==> src/rtl/run_ctrl_pkg.sv <==
// Shared definitions for the program-counter run controller.
//   run_state_t   : controller state, 2-bit encoding visible on the state port
//   SLOW_DIV_DEF  : default clk cycles per advance in normal run
//   FAST_DIV_DEF  : default clk cycles per advance in speedrun
//   DIV_W         : width of the tick divider (covers divisors up to 2^26-1)
package run_ctrl_pkg;

  typedef enum logic [1:0] {
    ST_IDLE = 2'd0,
    ST_RUN  = 2'd1,
    ST_STEP = 2'd2,
    ST_HALT = 2'd3
  } run_state_t;

  localparam int unsigned SLOW_DIV_DEF = 25000000;
  localparam int unsigned FAST_DIV_DEF = 250000;
  localparam int          DIV_W        = 26;

endpackage

==> src/rtl/btn_edge.sv <==
// Button synchronizer and rising-edge detector.
//   clk, rst_n : system clock, async active-low reset
//   btn        : asynchronous button level (debounced upstream)
//   evt        : registered one-cycle event per rising edge of btn
// A button rising at edge N gives evt high in the cycle after edge N+2,
// so the consumer acts on it at edge N+3. A held level gives one event.
module btn_edge (
  input  logic clk,
  input  logic rst_n,
  input  logic btn,
  output logic evt
);

  logic sync_1;
  logic sync_2;
  logic sync_3;

  always_ff @(posedge clk or negedge rst_n) begin
    if (!rst_n) begin
      sync_1 <= 1'b0;
      sync_2 <= 1'b0;
      sync_3 <= 1'b0;
      evt    <= 1'b0;
    end else begin
      sync_1 <= btn;
      sync_2 <= sync_1;
      sync_3 <= sync_2;
      evt    <= sync_2 & ~sync_3;
    end
  end

endmodule

==> src/rtl/tick_gen.sv <==
// Execution-rate divider.
//   clk, rst_n : system clock, async active-low reset
//   en         : count enable (high only while running)
//   clr        : restart the period from zero
//   div        : clk cycles per tick (>= 2)
//   tick       : high for the last cycle of each period
// The count is held at zero whenever en is low, so every entry into
// running starts a full period.
module tick_gen
  import run_ctrl_pkg::*;
(
  input  logic             clk,
  input  logic             rst_n,
  input  logic             en,
  input  logic             clr,
  input  logic [DIV_W-1:0] div,
  output logic             tick
);

  logic [DIV_W-1:0] cnt;

  assign tick = en && (cnt == (div - DIV_W'(1)));

  always_ff @(posedge clk or negedge rst_n) begin
    if (!rst_n) begin
      cnt <= '0;
    end else if (!en || clr || tick) begin
      cnt <= '0;
    end else begin
      cnt <= cnt + DIV_W'(1);
    end
  end

endmodule

==> src/rtl/run_controller.sv <==
// Sequencing controller for the model computer's program counter.
//   clk, rst_n    : system clock, async active-low reset
//   run_btn       : run request (async level)
//   speedrun_btn  : fast-run request (async level)
//   step_btn      : single-step request (async level)
//   stop_btn      : stop / clear-halt request (async level)
//   halt_req      : decoded HLT from datapath (sync level)
//   jump_req      : taken branch from datapath (sync level)
//   pc_step       : one-cycle pulse, PC += STEP
//   pc_load       : one-cycle pulse, PC <= jump value
//   running       : high only in RUN
//   speed         : 0 = slow rate, 1 = fast rate
//   state         : IDLE=0, RUN=1, STEP=2, HALT=3
//   adv_count     : advances issued since reset (wraps)
// pc_step and pc_load are registered; each advance raises exactly one of
// them for one cycle, the cycle after the tick (or STEP cycle) that caused it.
module run_controller
  import run_ctrl_pkg::*;
#(
  parameter int unsigned SLOW_DIV = SLOW_DIV_DEF,
  parameter int unsigned FAST_DIV = FAST_DIV_DEF,
  parameter int          CNT_W    = 8
) (
  input  logic             clk,
  input  logic             rst_n,
  input  logic             run_btn,
  input  logic             speedrun_btn,
  input  logic             step_btn,
  input  logic             stop_btn,
  input  logic             halt_req,
  input  logic             jump_req,
  output logic             pc_step,
  output logic             pc_load,
  output logic             running,
  output logic             speed,
  output logic [1:0]       state,
  output logic [CNT_W-1:0] adv_count
);

  run_state_t       state_q;
  logic             run_ev;
  logic             sr_ev;
  logic             step_ev;
  logic             stop_ev;
  logic             tick;
  logic             div_clr;
  logic [DIV_W-1:0] div;

  btn_edge u_run_edge  (.clk(clk), .rst_n(rst_n), .btn(run_btn),      .evt(run_ev));
  btn_edge u_sr_edge   (.clk(clk), .rst_n(rst_n), .btn(speedrun_btn), .evt(sr_ev));
  btn_edge u_step_edge (.clk(clk), .rst_n(rst_n), .btn(step_btn),     .evt(step_ev));
  btn_edge u_stop_edge (.clk(clk), .rst_n(rst_n), .btn(stop_btn),     .evt(stop_ev));

  assign div = speed ? DIV_W'(FAST_DIV) : DIV_W'(SLOW_DIV);

  // Any rate/stop command restarts the period; outside RUN the divider is
  // held at zero by en.
  assign div_clr = stop_ev | run_ev | sr_ev;

  tick_gen u_tick (
    .clk   (clk),
    .rst_n (rst_n),
    .en    (state_q == ST_RUN),
    .clr   (div_clr),
    .div   (div),
    .tick  (tick)
  );

  assign state = state_q;

  // Command priority: stop > speedrun > run > step. In RUN a run/speedrun
  // command restarts the period, so a tick in that same cycle is dropped.
  always_ff @(posedge clk or negedge rst_n) begin
    if (!rst_n) begin
      state_q   <= ST_IDLE;
      running   <= 1'b0;
      speed     <= 1'b0;
      pc_step   <= 1'b0;
      pc_load   <= 1'b0;
      adv_count <= '0;
    end else begin
      pc_step <= 1'b0;
      pc_load <= 1'b0;
      unique case (state_q)
        ST_IDLE: begin
          if (stop_ev) begin
            state_q <= ST_IDLE;
          end else if (sr_ev) begin
            state_q <= ST_RUN;
            running <= 1'b1;
            speed   <= 1'b1;
          end else if (run_ev) begin
            state_q <= ST_RUN;
            running <= 1'b1;
            speed   <= 1'b0;
          end else if (step_ev) begin
            state_q <= ST_STEP;
          end
        end
        ST_RUN: begin
          if (stop_ev) begin
            state_q <= ST_IDLE;
            running <= 1'b0;
          end else if (sr_ev || run_ev) begin
            speed <= sr_ev;
          end else if (tick) begin
            if (halt_req) begin
              state_q <= ST_HALT;
              running <= 1'b0;
            end else begin
              pc_load   <= jump_req;
              pc_step   <= ~jump_req;
              adv_count <= adv_count + CNT_W'(1);
            end
          end
        end
        ST_STEP: begin
          if (stop_ev) begin
            state_q <= ST_IDLE;
          end else if (halt_req) begin
            state_q <= ST_HALT;
          end else begin
            state_q   <= ST_IDLE;
            pc_load   <= jump_req;
            pc_step   <= ~jump_req;
            adv_count <= adv_count + CNT_W'(1);
          end
        end
        ST_HALT: begin
          if (stop_ev) begin
            state_q <= ST_IDLE;
          end
        end
      endcase
    end
  end

endmodule
==> config.mk <==
export PLATFORM = sky130hd
export DESIGN_NAME = run_controller
export DESIGN_NICKNAME = d
export VERILOG_FILES = /design/src/rtl/run_ctrl_pkg.sv /design/src/rtl/btn_edge.sv /design/src/rtl/tick_gen.sv /design/src/rtl/run_controller.sv
export SDC_FILE = /design/constraint.sdc
export NUM_CORES = 1
export LEC_CHECK = 0
export ABC_AREA = 1
export BUFFER_PORTS_ARGS = -buffer_cell sky130_fd_sc_hd__buf_4
export CAP_MARGIN = 15
export CELL_PAD_IN_SITES_DETAIL_PLACEMENT = 1
export CELL_PAD_IN_SITES_GLOBAL_PLACEMENT = 1
export CORE_ASPECT_RATIO = 0.7
export CORE_MARGIN = 1
export CORE_UTILIZATION = 36
export CTS_CLUSTER_DIAMETER = 200
export DETAILED_ROUTE_END_ITERATION = 8
export GPL_TIMING_DRIVEN = 0
export PLACE_DENSITY = 0.69
export SLEW_MARGIN = 5
export SYNTH_ARGS = -nofsm -noshare
export SYNTH_HDL_FRONTEND = slang
export SYNTH_SLANG_ARGS = --single-unit
==> constraint.sdc <==
create_clock -name clk -period 2.1 [get_ports clk]
set_input_delay 0.315 -clock clk [delete_from_list [all_inputs] [get_ports clk]]
set_output_delay 0.315 -clock clk [all_outputs]
set_load 0.05 [all_outputs]
==> results.toml, run 1 <==
[floorplan]
design.die.area_um2 = 8490
initial_utilization_pct = 37.1
io_pins = 22
die_y_um = 77.4
core-area_um2 = 7870
die_w_um = 110
rows = 27

[global_route]
grt_overflow = 0
antenna_found_initial = 0
grt_pass1_vias = 2414
grt_usage_pct = 19.4
grt_max_degree = 57
grt_pass1_wl_mm = 12.4

[detailed_routing]
wirelength_mm = 7.46
drt_iter0_drc = 184
wl_per_cell_um = 14.9
vias = 2408
first_pass_iters = 4
vias_per_cell = 4.82
antenna_left = 0
drc_errors = 0

[sta]
relSlewSlack_pct = 52.1
rsz0062_at_grt = "no"
slew_violations = 0
worstMarginPinSlew_ns = 0.718
fmax_ghz = 0.530
timing.final.crit_share_pct = 89.9
hold_violations = 0
period_needed_ns = 1.89
fin_setup_tns_ns = 0
setup_viol = 0
final.setup_skew_ns = 0.00846

[yosys]
avgSynthCellArea_um2 = 7.92
synth_edf_count = 0
synth.area.mux_share_pct = 0
synth-adder-area-share_pct = 3.00
synth_cell_type_count = 28
yosysSeqAreaShare_pct = 47.9
synth_area_leader_cell = "dfrtp_1"
synth_flop_cell = "dfrtp_1"
syn_area_um2 = 2920
ys_ff_latch = 56
synth_xor_area_share_pct = 6.89
synth_top_area_share_pct = 47.9
synth_commonest_cells = "89 x nand2_1, 76 x nor2_1, 56 x dfrtp_1, 52 x inv_1, 19 x nand3_1"
synth_nets = 384
synth.most_common_cell = "nand2_1"
synth_compound_area_share_pct = 3.30
yosys_warnings = 0
ys_top_cells_by_area = "dfrtp_1 48%, nand2_1 11%, nor2_1 9.8%"
synth-simple-area-share_pct = 31.3
synth_cells = 369
synth_top_family_by_area = "simple AND/OR/NAND/NOR gates"
synthArstFlopShare_pct = 100

[placement]
portBuffers = 21
place_congestion = 0.899
dp_hpwl_mm = 5.74
place_area_um2 = 3210

[power_and_ir_drop]
p_switching_uw = 1130
pwr-share-comb_pct = 30.3
peakVddDrop_v = 0.000585
leakagePower_uw = 0.00150
swShare_pct = 37.1
power.share.clock_pct = 28.6
power_density_nw_per_um2 = 901
seqPwrFrac_pct = 41.1
p_int_uw = 1910

[setup_path]
critPathMaxFanout = 10
crit_path_end_kind = "flop"
crit_type = "flop to flop"
worstPathRequired_ns = 2.28
r2r_cells = 9
arrival_ns = 2.07
cp-start-kind = "flop"
reg2reg_setup_slack_ns = 0.21

[outcome]
status = "completed"

[clocking]
cts_tree = "built"
clk_pin_slew_ns = 0.08
clock_sinks = 56
cts_buffers = 5
clock_latency_ns = 0.30
cts_buffer_depth = 2
root_buffer = "clkbuf_16"
htree_levels = 2

[hold_path]
hp-class = "input port to async pin"

[cells_and_area]
fin_nets = 413
antenna_cells = 0
largest_register_ffs = 26
drive_gt1_share_pct = 12.0
regMostFlops = "u_tick.cnt"
area_delta_synth_final_pct = 15.5
postLayoutCellArea_um2 = 3380

[flow_run]
drv_cap = 0
## layout make-up
cell class	instances	area, um2
multi-input cells	258	1310
inverters	52	195
repair buffers	22	165
well taps	101	126
clock inverters	3	25.0
flip-flops and latches	56	1400
plain buffers	3	26.3
fillers	969	4500
clock buffers	5	125
## worst max-delay path, stage by stage, from the launching register on
cell     delay [ns]
dfrtp_1        0.43
inv_1          0.12
ha_2           0.28
inv_1          0.14
a21oi_2        0.18
nor3b_4        0.25
nand2_2        0.10
buf_6          0.16
nand2_1        0.06
nand2_1        0.05
## cells in the final DEF, fill, tap and decap left out, types with 5 or more instances in the layout
cell type / instances
nand4_1: 6
nand2_1: 89
clkbuf_16: 5
buf_4: 24
nor3_1: 13
nor2_1: 76
dfrtp_1: 56
ha_1: 6
nand3_1: 19
inv_1: 52
xor2_1: 15
xnor2_1: 8
## power by group through the flow
stage	registers, uW	clock network [uW]	logic, uW
floorplan	1480	0	422
global placement	1260	0	884
detailed placement	1270	0	908
CTS	1250	896	916
global route	1260	939	1010
finish	1250	870	921
## per-layer routing
layer,vias to the layer above,track usage [%],wire length [um],part of all wire [%]
met1,1177,31.3,4000,54
met3,5,3.53,402,5.4
met2,37,26.9,3010,40
li1,1189,-,-,-
met4,0,3.20,42,0.56
met5,-,0,0,0
## logic make-up after synthesis
group,count (synthesis)
flip-flops,56
AO/OA/AOI/OAI,14
XOR/XNOR,23
AND/OR/NAND/NOR,214
adder cells (fa/ha/maj),7
buffers and inverters,55
## through the flow
step | hold slack (ns) | utilization (%) | cells | worst slack, ns | power (uW)
floorplan | 0.0194 | - | 369 | 0.0640 | 1900
global placement | 0.333 | 40.7 | 491 | 0.107 | 2150
detailed placement | 0.336 | 40.7 | 491 | 0.0542 | 2180
CTS | 0.103 | 42.6 | 499 | 0.0232 | 3060
global route | 0.107 | 42.9 | 500 | 0.0131 | 3210
finish | 0.0672 | 42.9 | 500 | 0.213 | 3040
## what timing repair did
item                                   in CTS  in global routing
buffers inserted                            0                  1
setup endpoints to repair                   0                 28
endpoints found under the hold margin       0                  0
gates resized for setup                     0                  2
hold buffers                                0                  0
## final timing paths
kind | start | to
min in group clk | speedrun_btn | u_sr_edge.sync_1
max in group asynchronous | rst_n | u_tick.cnt[1]
worst max-delay path | state[1] | adv_count[1]
worst min-delay path | rst_n | u_tick.cnt[2]
worst max register to register | state[1] | adv_count[1]
worst min register to register | u_stop_edge.sync_1 | u_stop_edge.sync_2
Note: power is estimated with default switching activity, not from simulation.
==> run 2: changes to the inputs <==
Clock period 2.1 ns to 2.4 ns, I/O delays scaled along.
==> results.toml, run 2 (synthesis results as in run 1) <==
[setup_path]
critPathSlowestCell = "dfrtp_1"
cp-endpoint = "adv_count[1]"
reg2reg_from = "state[1]"
slowest_delay_ns = 0.43
r2r_end = "adv_count[1]"
arrival_ns = 2.26
crit_path_end_kind = "flop"
r2r_cells = 9
worstPathRequired_ns = 2.58
worstSetupPathDepth = 9
crit_start = "state[1]"
critPathTopFamily = "simple AND/OR/NAND/NOR gates"
crit_type = "flop to flop"
cp-start-kind = "flop"
path_cells = "inv_1 -> ha_1 -> inv_1 -> a21oi_2 -> nor3b_4 -> nand2_2 -> buf_6 -> nand2_1 -> nand2_1"
cp_num_buf_inv = 3
critPathMaxFanout = 10
reg2reg_setup_slack_ns = 0.32

[floorplan]
die_y_um = 77.4
design.die.area_um2 = 8490
initial_utilization_pct = 37.1
io_pins = 22
core-area_um2 = 7870
die_w_um = 110
rows = 27

[clocking]
post_cts_buffers = 0
root_buffer = "clkbuf_16"
clk_pin_slew_ns = 0.08
cts-hold-fix-buffers = 0
cts_buffers = 5
clock_sinks = 56
htree_levels = 2
cts_buffer_depth = 2
clock_latency_ns = 0.30
cts_resized = 0
cts_tree = "built"

[cells_and_area]
antenna_cells = 0
fin_nets = 412
largest_register_ffs = 26
regMostFlops = "u_tick.cnt"
seqCellArea_um2 = 1400
multiInputGateArea_um2 = 1300
final_cell_mix = "89 x nand2_1, 76 x nor2_1, 56 x dfrtp_1"
finalNonFillerCells = 499
drive_gt1_share_pct = 11.6
fillers = 969
area_delta_synth_final_pct = 14.9
final_common_cell = "nand2_1"

[sta]
final.setup_skew_ns = 0.00876
slew_violations = 0
rsz0062_at_grt = "no"
setup_viol = 0
period_needed_ns = 2.08
timing.final.crit_share_pct = 86.5
hold_violations = 0
worstMarginPinSlew_ns = 0.724
whs_ns = 0.114
fmax_ghz = 0.482
relSlewSlack_pct = 51.7
fin_setup_tns_ns = 0

[detailed_routing]
antenna_left = 0
first_pass_iters = 6
wirelength_mm = 7.42
vias = 2395
drt_iter0_drc = 112
wl_per_cell_um = 14.9
vias_per_cell = 4.80
drc_errors = 2

[power_and_ir_drop]
leakagePower_uw = 0.00150
total_power_uw = 2650
power_density_nw_per_um2 = 788
peakVddDrop_v = 0.000511

[hold_path]
hp-class = "input port to async pin"

[placement]
place_congestion = 0.899
portBuffers = 21
dp.cells = 491
dp_hpwl_mm = 5.74

[global_route]
grt_pass1_vias = 2414
grt_usage_pct = 19.4
grt_pass1_wl_mm = 12.4
grt_max_degree = 57
grt_overflow = 0
antenna_found_initial = 0

[flow_run]
drv_cap = 0

[outcome]
violations = "DRC"
status = "complete, but fails checks"
## run 2: changes by cell type in the layout (fill, tap and decap cells not counted)
cell,previous run,this run
buf_4,24,23
ha_1,6,7
ha_2,1,0
nand4_2,0,1
nand4_4,1,0
## run 2: worst min path at each step
| stage | end | cells after the start | from |
|---|---|---|---|
| 5_1_grt | u_sr_edge.sync_1 | 1 | speedrun_btn |
| 4_1_cts | u_tick.cnt[19] | 1 | rst_n |
| 3_3_place_gp | u_sr_edge.sync_2 | 0 | u_sr_edge.sync_1 |
| 2_1_floorplan | adv_count[0] | 0 | rst_n |
| 3_5_place_dp | u_stop_edge.sync_2 | 0 | u_stop_edge.sync_1 |
| 6_report | u_tick.cnt[2] | 1 | rst_n |
## run 2: cell type report
type / count / share of cell area, %
clock inverters: 3 / 0.745
multi-input cells: 258 / 38.7
plain buffers: 3 / 0.783
inverters: 52 / 5.81
flip-flops and latches: 56 / 41.7
well taps: 101 / 3.76
repair buffers: 21 / 4.70
clock buffers: 5 / 3.73
## run 2: per-layer routing
layer  up-vias  global-route usage (%)  part of all wire (%)  wire length (um)
met4         0                    3.20                  0.57                42
met5         -                       0                     0                 0
met2        37                    26.9                    40              2990
met1      1165                    31.3                    55              4050
met3         6                    3.53                   4.6               343
li1       1187                       -                     -                 -
## run 2: worst register-to-register path: stages, from the launching register on
cell and delay (ns):
dfrtp_1 0.43, inv_1 0.12, ha_1 0.31, inv_1 0.17, a21oi_2 0.19, nor3b_4 0.36, nand2_2 0.11, buf_6 0.16
nand2_1 0.06, nand2_1 0.05
## run 2: per-stage QoR
stage | setup slack [ns] | utilization, % | instance area (um2)
after floorplan | 0.364 | - | 2920
after global placement | 0.407 | 40.7 | 3210
after detailed placement | 0.354 | 40.7 | 3210
after CTS | 0.323 | 42.6 | 3360
after global routing | 0.134 | 42.6 | 3360
final | 0.324 | 42.6 | 3360
## run 2: power by group
part | leakage [uW] | total (uW) | internal (uW) | switching [uW]
Combinational | 0.000691 | 793 | 253 | 540
Sequential | 0.000740 | 1090 | 1020 | 76.6
Clock | 0.0000708 | 760 | 396 | 364
Total | 0.00150 | 2650 | 1670 | 981
